===== src/rtl/led_seq_pkg.sv =====
// Shared types for the LED pattern sequencer: display modes, FSM states and mode decode.
package led_seq_pkg;

    localparam int unsigned MODE_W = 3;

    typedef enum logic [MODE_W-1:0] {
        OFF    = 3'd0,
        BLINK  = 3'd1,
        CHASE  = 3'd2,
        BOUNCE = 3'd3,
        COUNT  = 3'd4
    } mode_e;

    typedef enum logic [1:0] {
        IDLE,
        RUN,
        HOLD
    } fsm_e;

    // Unknown encodings fall back to OFF so the LEDs go dark rather than misbehave.
    function automatic mode_e decode_mode(input logic [MODE_W-1:0] m);
        return (m > MODE_W'(COUNT)) ? OFF : mode_e'(m);
    endfunction

endpackage


===== src/rtl/led_pattern_seq_if.sv =====
// Mode command handshake between the user-control logic and the LED sequencer.
interface led_pattern_seq_if;
    import led_seq_pkg::*;

    logic              cmd_valid;
    logic [MODE_W-1:0] cmd_mode;
    logic              cmd_ready;

    modport master (output cmd_valid, output cmd_mode, input cmd_ready);
    modport slave  (input cmd_valid, input cmd_mode, output cmd_ready);

endinterface


===== src/rtl/led_tick_gen.sv =====
// Free-running prescaler producing one tick every TICK_DIV enabled cycles.
module led_tick_gen #(
    parameter int unsigned TICK_DIV = 30_000_000
) (
    input  logic clk,
    input  logic rst,
    input  logic en,
    output logic tick
);

    localparam int unsigned      CNT_W = $clog2(TICK_DIV);
    localparam logic [CNT_W-1:0] LAST  = CNT_W'(TICK_DIV - 1);

    logic [CNT_W-1:0] cnt;

    assign tick = en && (cnt == LAST);

    // Counter freezes whenever en is low so the step phase survives a pause.
    always_ff @(posedge clk) begin
        if (rst) begin
            cnt <= '0;
        end else if (en) begin
            cnt <= (cnt == LAST) ? '0 : cnt + CNT_W'(1);
        end
    end

endmodule


===== src/rtl/led_pattern_seq.sv =====
// Steps an LED bank through selectable patterns once per prescaled tick,
// with a one-deep mode command slot applied on the next tick.
module led_pattern_seq
    import led_seq_pkg::*;
#(
    parameter int unsigned TICK_DIV = 30_000_000,
    parameter int unsigned N_LEDS   = 8
) (
    input  logic               clk,
    input  logic               rst,
    led_pattern_seq_if.slave   cmd,
    input  logic               pause,
    output logic [N_LEDS-1:0]  leds,
    output logic               wrap,
    output mode_e              cur_mode
);

    localparam logic [N_LEDS-1:0] ONES = '1;
    localparam logic [N_LEDS-1:0] ONE  = N_LEDS'(1);

    logic              tick;
    logic              ready_q;
    logic              dir_up_q;
    mode_e             pend_mode_q;
    fsm_e              fsm_c;

    logic [N_LEDS-1:0] leds_nxt;
    logic              wrap_nxt;
    logic              dir_nxt;
    logic              ready_nxt;
    mode_e             cur_nxt;
    mode_e             pend_nxt;

    led_tick_gen #(.TICK_DIV(TICK_DIV)) u_tick (
        .clk  (clk),
        .rst  (rst),
        .en   (!pause),
        .tick (tick)
    );

    assign cmd.cmd_ready = ready_q;

    // Operating state follows the displayed mode and the pause level every cycle.
    always_comb begin
        fsm_c = IDLE;
        if (cur_mode != OFF) begin
            fsm_c = pause ? HOLD : RUN;
        end
    end

    always_comb begin
        leds_nxt  = leds;
        wrap_nxt  = 1'b0;
        dir_nxt   = dir_up_q;
        cur_nxt   = cur_mode;
        ready_nxt = ready_q;
        pend_nxt  = pend_mode_q;

        if (cmd.cmd_valid && ready_q) begin
            ready_nxt = 1'b0;
            pend_nxt  = decode_mode(cmd.cmd_mode);
        end

        // A pending command takes the tick instead of a pattern step.
        if (tick && !ready_q) begin
            cur_nxt   = pend_mode_q;
            ready_nxt = 1'b1;
            dir_nxt   = 1'b1;
            case (pend_mode_q)
                BLINK:   leds_nxt = ONES;
                CHASE:   leds_nxt = ONE;
                BOUNCE:  leds_nxt = ONE;
                default: leds_nxt = '0;
            endcase
        end else if (tick && fsm_c == RUN) begin
            case (cur_mode)
                BLINK: begin
                    leds_nxt = (leds == '0) ? ONES : '0;
                    wrap_nxt = (leds == '0);
                end
                CHASE: begin
                    leds_nxt = {leds[N_LEDS-2:0], leds[N_LEDS-1]};
                    wrap_nxt = leds[N_LEDS-1];
                end
                BOUNCE: begin
                    if (dir_up_q) begin
                        leds_nxt = leds << 1;
                        dir_nxt  = !leds[N_LEDS-2];
                    end else begin
                        leds_nxt = leds >> 1;
                        dir_nxt  = leds[1];
                        wrap_nxt = leds[1];
                    end
                end
                COUNT: begin
                    leds_nxt = leds + ONE;
                    wrap_nxt = (leds == ONES);
                end
                default: leds_nxt = '0;
            endcase
        end

        if (cur_nxt == OFF) begin
            leds_nxt = '0;
        end
    end

    always_ff @(posedge clk) begin
        if (rst) begin
            leds        <= '0;
            wrap        <= 1'b0;
            cur_mode    <= OFF;
            ready_q     <= 1'b1;
            pend_mode_q <= OFF;
            dir_up_q    <= 1'b1;
        end else begin
            leds        <= leds_nxt;
            wrap        <= wrap_nxt;
            cur_mode    <= cur_nxt;
            ready_q     <= ready_nxt;
            pend_mode_q <= pend_nxt;
            dir_up_q    <= dir_nxt;
        end
    end

endmodule


===== src/flat_wrapper.sv =====
// flat-port wrapper written by rule: the top's interface ports become plain ports
module led_pattern_seq_flat import led_seq_pkg::*;
#(
    parameter int unsigned TICK_DIV = 30_000_000,
    parameter int unsigned N_LEDS   = 8
)
  (clk, rst, pause, leds, wrap, cur_mode, cmd_cmd_valid, cmd_cmd_mode, cmd_cmd_ready);
  led_pattern_seq_if cmd_i ();
  input  logic clk;
  input  logic rst;
  input  logic pause;
  output logic [N_LEDS-1:0] leds;
  output logic wrap;
  output mode_e cur_mode;
  input wire logic [$bits(cmd_i.cmd_valid)-1:0] cmd_cmd_valid;
  input wire logic [$bits(cmd_i.cmd_mode)-1:0] cmd_cmd_mode;
  output wire logic [$bits(cmd_i.cmd_ready)-1:0] cmd_cmd_ready;
  assign cmd_i.cmd_valid = cmd_cmd_valid;
  assign cmd_i.cmd_mode = cmd_cmd_mode;
  assign cmd_cmd_ready = cmd_i.cmd_ready;
  led_pattern_seq #(.TICK_DIV(TICK_DIV), .N_LEDS(N_LEDS)) u_core (.clk(clk), .rst(rst), .cmd(cmd_i), .pause(pause), .leds(leds), .wrap(wrap), .cur_mode(cur_mode));
endmodule

===== config.mk =====
export PLATFORM = sky130hd
export DESIGN_NAME = led_pattern_seq_flat
export DESIGN_NICKNAME = d
export VERILOG_FILES = /design/src/rtl/led_seq_pkg.sv /design/src/rtl/led_pattern_seq_if.sv /design/src/rtl/led_tick_gen.sv /design/src/rtl/led_pattern_seq.sv /design/src/flat_wrapper.sv
export SDC_FILE = /design/constraint.sdc
export NUM_CORES = 1
export LEC_CHECK = 0
export CORE_AREA = 2 2 111 81
export DETAILED_ROUTE_END_ITERATION = 8
export DIE_AREA = 0 0 113 83
export DONT_BUFFER_PORTS = 1
export GPL_TIMING_DRIVEN = 0
export RECOVER_POWER = 100
export SETUP_SLACK_MARGIN = 0.4
export SKIP_CTS_REPAIR_TIMING = 1
export SYNTH_ARGS = -nofsm -noshare
export SYNTH_HDL_FRONTEND = slang
export SYNTH_HIERARCHICAL = 1
export SYNTH_SLANG_ARGS = --single-unit
export TNS_END_PERCENT = 10

===== constraint.sdc =====
create_clock -name clk -period 3.6 [get_ports clk]
set_clock_uncertainty 0.2 [all_clocks]
set_input_delay 0.72 -clock clk [delete_from_list [all_inputs] [get_ports clk]]
set_output_delay 0.72 -clock clk [all_outputs]
set_load 0.01 [all_outputs]

Yosys cells after proc, flatten, opt, wreduce, memory -nomap -nowiden
Cells that the tools add are included.

$add $sub $neg: 2. Order comparisons: 1. Equality and inequality tests: 10. Mux-type cells: 14. Bitwise operators: 1. Reductions and logical operators: 16.

Operator list (count): $mux W8 (4); $pmux W8 S4 (1); $add A25 B1 Y25 const B (1); $eq A25 B25 Y1 const B (1); $mux W25 (1); $pmux W8 S2 (1); $eq A3 B2 Y1 const B (4); $add A8 B1 Y8 const B (1); $eq A8 B8 Y1 const B (1); $logic_not A8 Y1 (1); $eq A3 B1 Y1 const B (2); $mux W3 (2); $reduce_or A2 Y1 (3); $logic_and A1 B1 Y1 (4); $mux W2 (2); $pmux W1 S4 (1); $eq A3 B3 Y1 const B (1); $gt A3 B3 Y1 const B (1); $logic_not A1 Y1 (3); $logic_not A3 Y1 (1); $reduce_bool A3 Y1 (1); $reduce_or A3 Y1 (1); $eq A2 B1 Y1 const B (1); $mux W1 (2); other kinds (3) (3).

Register bits: 42. Bits of input ports: 7. Output and inout port bits: 13. Word-level logic and storage cells: 51.

Logic depth before layout (Yosys ltp)
Depth after elaboration: 6. Mapped depth: 11. Gate-level depth less buffers: 9.

By module
Netlist, hierarchy kept.

By module, submodules not included: led_tick_gen (times used 1, cells each 141, area an instance 1270.0 µm², seq. area each 500.5 µm²); led_pattern_seq (times used 1, cells each 133, area an instance 1153.6 µm², seq. area each 340.3 µm²).

Worst setup path after synthesis
No wires, ideal clock.

Path type: input-to-reg. Start point: input port pause. End point: register u_core.leds[5]. Setup time: 132 ps. Data arrival time: 2530 ps. Data required time: 3268 ps. Setup slack: 738 ps. Stages: 11. Path buffers: 2. Cell sequence: inv_1 > and4_1 > buf_4 > nand4_1 > nor3_1 > nor2b_2 > buf_6 > mux2i_1 > nor2_1 > o32ai_4 > nor3_2.

Word-level cells in the longest chain between the ends: 6. Elaborated cells on any way between the ends: 12. Those cells by class: 1 x eq/ne; 4 x mux; 7 x reduce/logical.

RTL lines: start: declaration (line flat_wrapper.sv:11) `input logic pause;`; $logic_not A1 Y1 * (line led_pattern_seq.sv:37) `.en (!pause),`; $logic_and A1 B1 Y1 * (line led_tick_gen.sv:16) `assign tick = en && (cnt == LAST);`; net u_core.tick (line led_pattern_seq.sv:21) `logic tick;`; $logic_and A1 B1 Y1 (line led_pattern_seq.sv:65) `if (tick && !ready_q) begin`; $mux W3 (line led_pattern_seq.sv:65); $logic_not A3 Y1 (line led_pattern_seq.sv:103) `if (cur_nxt == OFF) begin`; $reduce_or A2 Y1 (no source line); end signal: assignment (line led_pattern_seq.sv:117) `leds <= leds_nxt;`; end: declaration (line led_pattern_seq.sv:13) `output logic [N_LEDS-1:0] leds,`.

Mark *: on every way through the listed nets, which the timed path passes. The rest lies on a longest branch. A chain may end at the register's enable or synchronous reset.

Final worst setup path
Start point: register u_core.u_tick.cnt[0]. End point: register u_core.leds[5].

Word-level cells in the longest chain between the ends: 6. Elaborated cells on any way between the ends: 9. Those cells by class: 1 x eq/ne; 2 x mux; 6 x reduce/logical.

RTL lines: start: declaration (line led_tick_gen.sv:14) `logic [CNT_W-1:0] cnt;`; start signal: assignment (line led_tick_gen.sv:23) `cnt <= (cnt == LAST) ? '0 : cnt + CNT_W'(1);`; $eq A25 B25 Y1 * (line led_tick_gen.sv:16); $logic_and A1 B1 Y1 * (line led_tick_gen.sv:16); net u_core.tick (line led_pattern_seq.sv:21); $logic_and A1 B1 Y1 (line led_pattern_seq.sv:65); $mux W3 (line led_pattern_seq.sv:65); $logic_not A3 Y1 (line led_pattern_seq.sv:103); $reduce_or A2 Y1 (no source line).

Marks and branches as above.

==> impl_metrics.py <==
metrics = {
    "timing": {
        "slew_viol_final": 0,
        "rsz0062_at_grt": "false",
        "fin_crit_ns": 3.131,
        "setup_viol": 0,
        "hold_viol_final": 0,
        "relSlewSlack_pct": 53.86,
        "holdWs_ns": 0.2820,
        "finalCritPeriodShare_pct": 86.99,
        "fin_tns_setup_ns": 0,
        "tightestPinTransition_ns": 0.6907,
        "fmax_ghz": 0.3193,
    },
    "synthesis": {
        "synthCells": 274,
        "synth.largest_area_cell": "dfxtp_1",
        "yosys-top-cells-count": "dfxtp_1, nor2_1, a21oi_1, nand2_1, nand3_1",
        "async_flop_share_pct": 0,
        "ys.warnings.count": 6,
        "ys_ff_latch": 42,
        "syn-num-nets": 284,
        "syn-cell-area_um2": 2424,
        "ys.flop_type": "dfxtp_1",
        "syn_area_per_cell_um2": 8.845,
        "synth_edf_count": 0,
        "synth.area.top_cells": "dfxtp_1, nor2_1, mux2i_1",
        "yosys.cell_count.top_type": "dfxtp_1",
        "synth_top_area_share_pct": 34.69,
        "synth_cell_types": 55,
        "synth-seq-area-share_pct": 34.69,
    },
    "global_routing": {
        "grt_max_degree": 13,
        "grt_pass1_vias": 1805,
        "antenna_found_initial": 0,
        "grt_usage_pct": 11.79,
        "grt_pass1_wl_um": 9066,
        "overflow": 0,
    },
    "worst_setup_path": {
        "start_kind": "flip-flop",
        "cp_max_fo": 7,
        "cp_data_arrival_time_ns": 3.08,
        "path_cells": "ha_1 > and4_1 > buf_4 > nand4_1 > nor3_1 > nor2b_1 > clkbuf_1 > mux2i_1 > nor2_1 > o32ai_4 > nor3_1",
        "crit_required_ns": 3.55,
        "cpMostUsedCell": "nor3_1",
        "max_stage_delay_ns": 0.46,
        "slowest_stage": "o32ai_4",
        "path_class": "flip-flop to flip-flop",
        "end_kind": "flip-flop",
    },
    "finish": {
        "fillers": 878,
        "multiInputGateArea_um2": 1359,
        "area_growth_pct": 8.983,
        "stdcell_area_um2": 2641,
        "drive_gt1_share_pct": 11.70,
        "num_antenna_cells": 0,
        "seqCellArea_um2": 840.8,
        "fin_nets": 291,
    },
    "pwr": {
        "peakVddDrop_mv": 0.2106,
        "power.density_nw_per_um2": 360.5,
        "power_frac_seq_pct": 50.0,
        "static-leakage-power_nw": 0.8419,
        "p_switching_uw": 199.9,
        "power.share.clock_pct": 47.8,
        "switching_share_pct": 21.00,
        "internal-power_uw": 752.3,
        "p_comb_share_pct": 2.2,
    },
    "drt": {
        "routed_wl_um": 5407,
        "drtAntennaViolNets": 0,
        "wl_per_cell_um": 13.97,
        "routed_via_density": 5.114,
        "drt_iter0_markers": 71,
        "drcViolationCount": 0,
        "drtPass1Iterations": 4,
        "dr_total_vias": 1979,
    },
    "floorplan": {
        "fp.dieW_um": 113,
        "die_h_um": 83,
        "fp-row-count": 28,
        "die_area_um2": 9379,
        "start_util_pct": 29.31,
        "io_pins": 20,
        "fp.coreArea_um2": 8268,
    },
    "place": {
        "post_dp_cell_area_um2": 2555,
        "gp_congestion": 0.7843,
        "hpwl_um": 3922,
        "portBuffers": 0,
    },
    "clock_tree": {
        "clkSlewWorstSetupHoldPaths_ns": 0.06,
        "cts.sinks": 42,
        "cts-buffers-inserted": 5,
        "cts_buffer_depth": 2,
        "cts-root-buf": "clkbuf_16",
        "cts_tree": "yes",
        "clock_latency_ns": 0.28,
        "cts_max_level": 2,
    },
    "flow_run": {
        "cap_violations": 0,
    },
    "run_status": {
        "status": "complete, no violations",
    },
    "hold_path": {
        "hp-class": "flip-flop to flip-flop",
    },
}
critical path: cells and delay by family (launching register included):
family | cells | cell delay [ns]
muxes | 1 | 0.23
adders and majority gates | 1 | 0.21
DFF | 1 | 0.43
AOI/OAI and AO/OA | 1 | 0.46
and+or+nand+nor | 6 | 1.01
buffers and inverters | 2 | 0.44
flip-flops by register name, summed over array words and instances, names as in the netlist:
signal,cells
u_core/wrap,1
u_core/u_tick/cnt,25
u_core/pend_mode_q,3
u_core/cur_mode,3
u_core/leds,8
u_core/cmd.cmd_ready,1
u_core/dir_up_q,1
metrics by stage:
step | util [%] | cells | worst slack, ns | power, mW
floorplan | - | 274 | 0.7384 | 0.5030
global placement | 30.90 | 379 | 0.4003 | 0.5083
detailed placement | 30.90 | 379 | 0.3534 | 0.5089
CTS | 32.69 | 387 | 0.5943 | 0.9637
global route | 31.95 | 387 | 0.2271 | 0.9889
finish | 31.95 | 387 | 0.4685 | 0.9523
metal layers:
layer / routed length (µm) / global-route usage, %
met5: 0 / 0
met2: 2147 / 15.73
met1: 2918 / 18.15
met4: 40 / 3.326
met3: 300 / 3.212
path summary, 6_finish.rpt:
kind,start,endpoint,slack [ns],cells past startpoint
worst max register to register,u_core/u_tick/cnt[0],u_core/leds[5],0.47,11
worst min register to register,u_core/u_tick/cnt[24],u_core/u_tick/cnt[24],0.28,2
worst min-delay path,u_core/u_tick/cnt[24],u_core/u_tick/cnt[24],0.28,2
worst max-delay path,u_core/u_tick/cnt[0],u_core/leds[5],0.47,11
cells by family after synthesis:
kind of cell	share of synthesized area [%]
muxes	4.130
AOI/OAI and AO/OA	15.69
buffers and inverters	7.641
DFF	34.69
adders and majority gates	1.549
xor gates and xnor gates	6.505
and+or+nand+nor	29.79
area by class of cell:
class / count / area share (%)
sequential: 42 / 31.83
buffer: 19 / 4.879
multi-input combinational: 204 / 51.44
inverter: 9 / 1.279
tap: 105 / 4.974
clock buffer: 7 / 5.400
clock inverter: 1 / 0.1895
cells in the final DEF, fill, tap and decap left out, types with 10 or more instances in the layout:
cell type and n:
nand3_1 11, nand2_1 12, a21oi_1 17, dfxtp_1 42, o31ai_1 11, nor2_1 33
xor2_1 10, mux2i_1 10
power groups by stage:
stage / Sequential, mW / Clock (mW) / Combinational (mW)
floorplan: 0.485 / 0 / 0.0179
global placement: 0.487 / 0 / 0.0214
detailed placement: 0.487 / 0 / 0.0220
CTS: 0.476 / 0.465 / 0.0222
global route: 0.477 / 0.488 / 0.0239
finish: 0.476 / 0.455 / 0.0206
(Power assumes the default switching activity.)
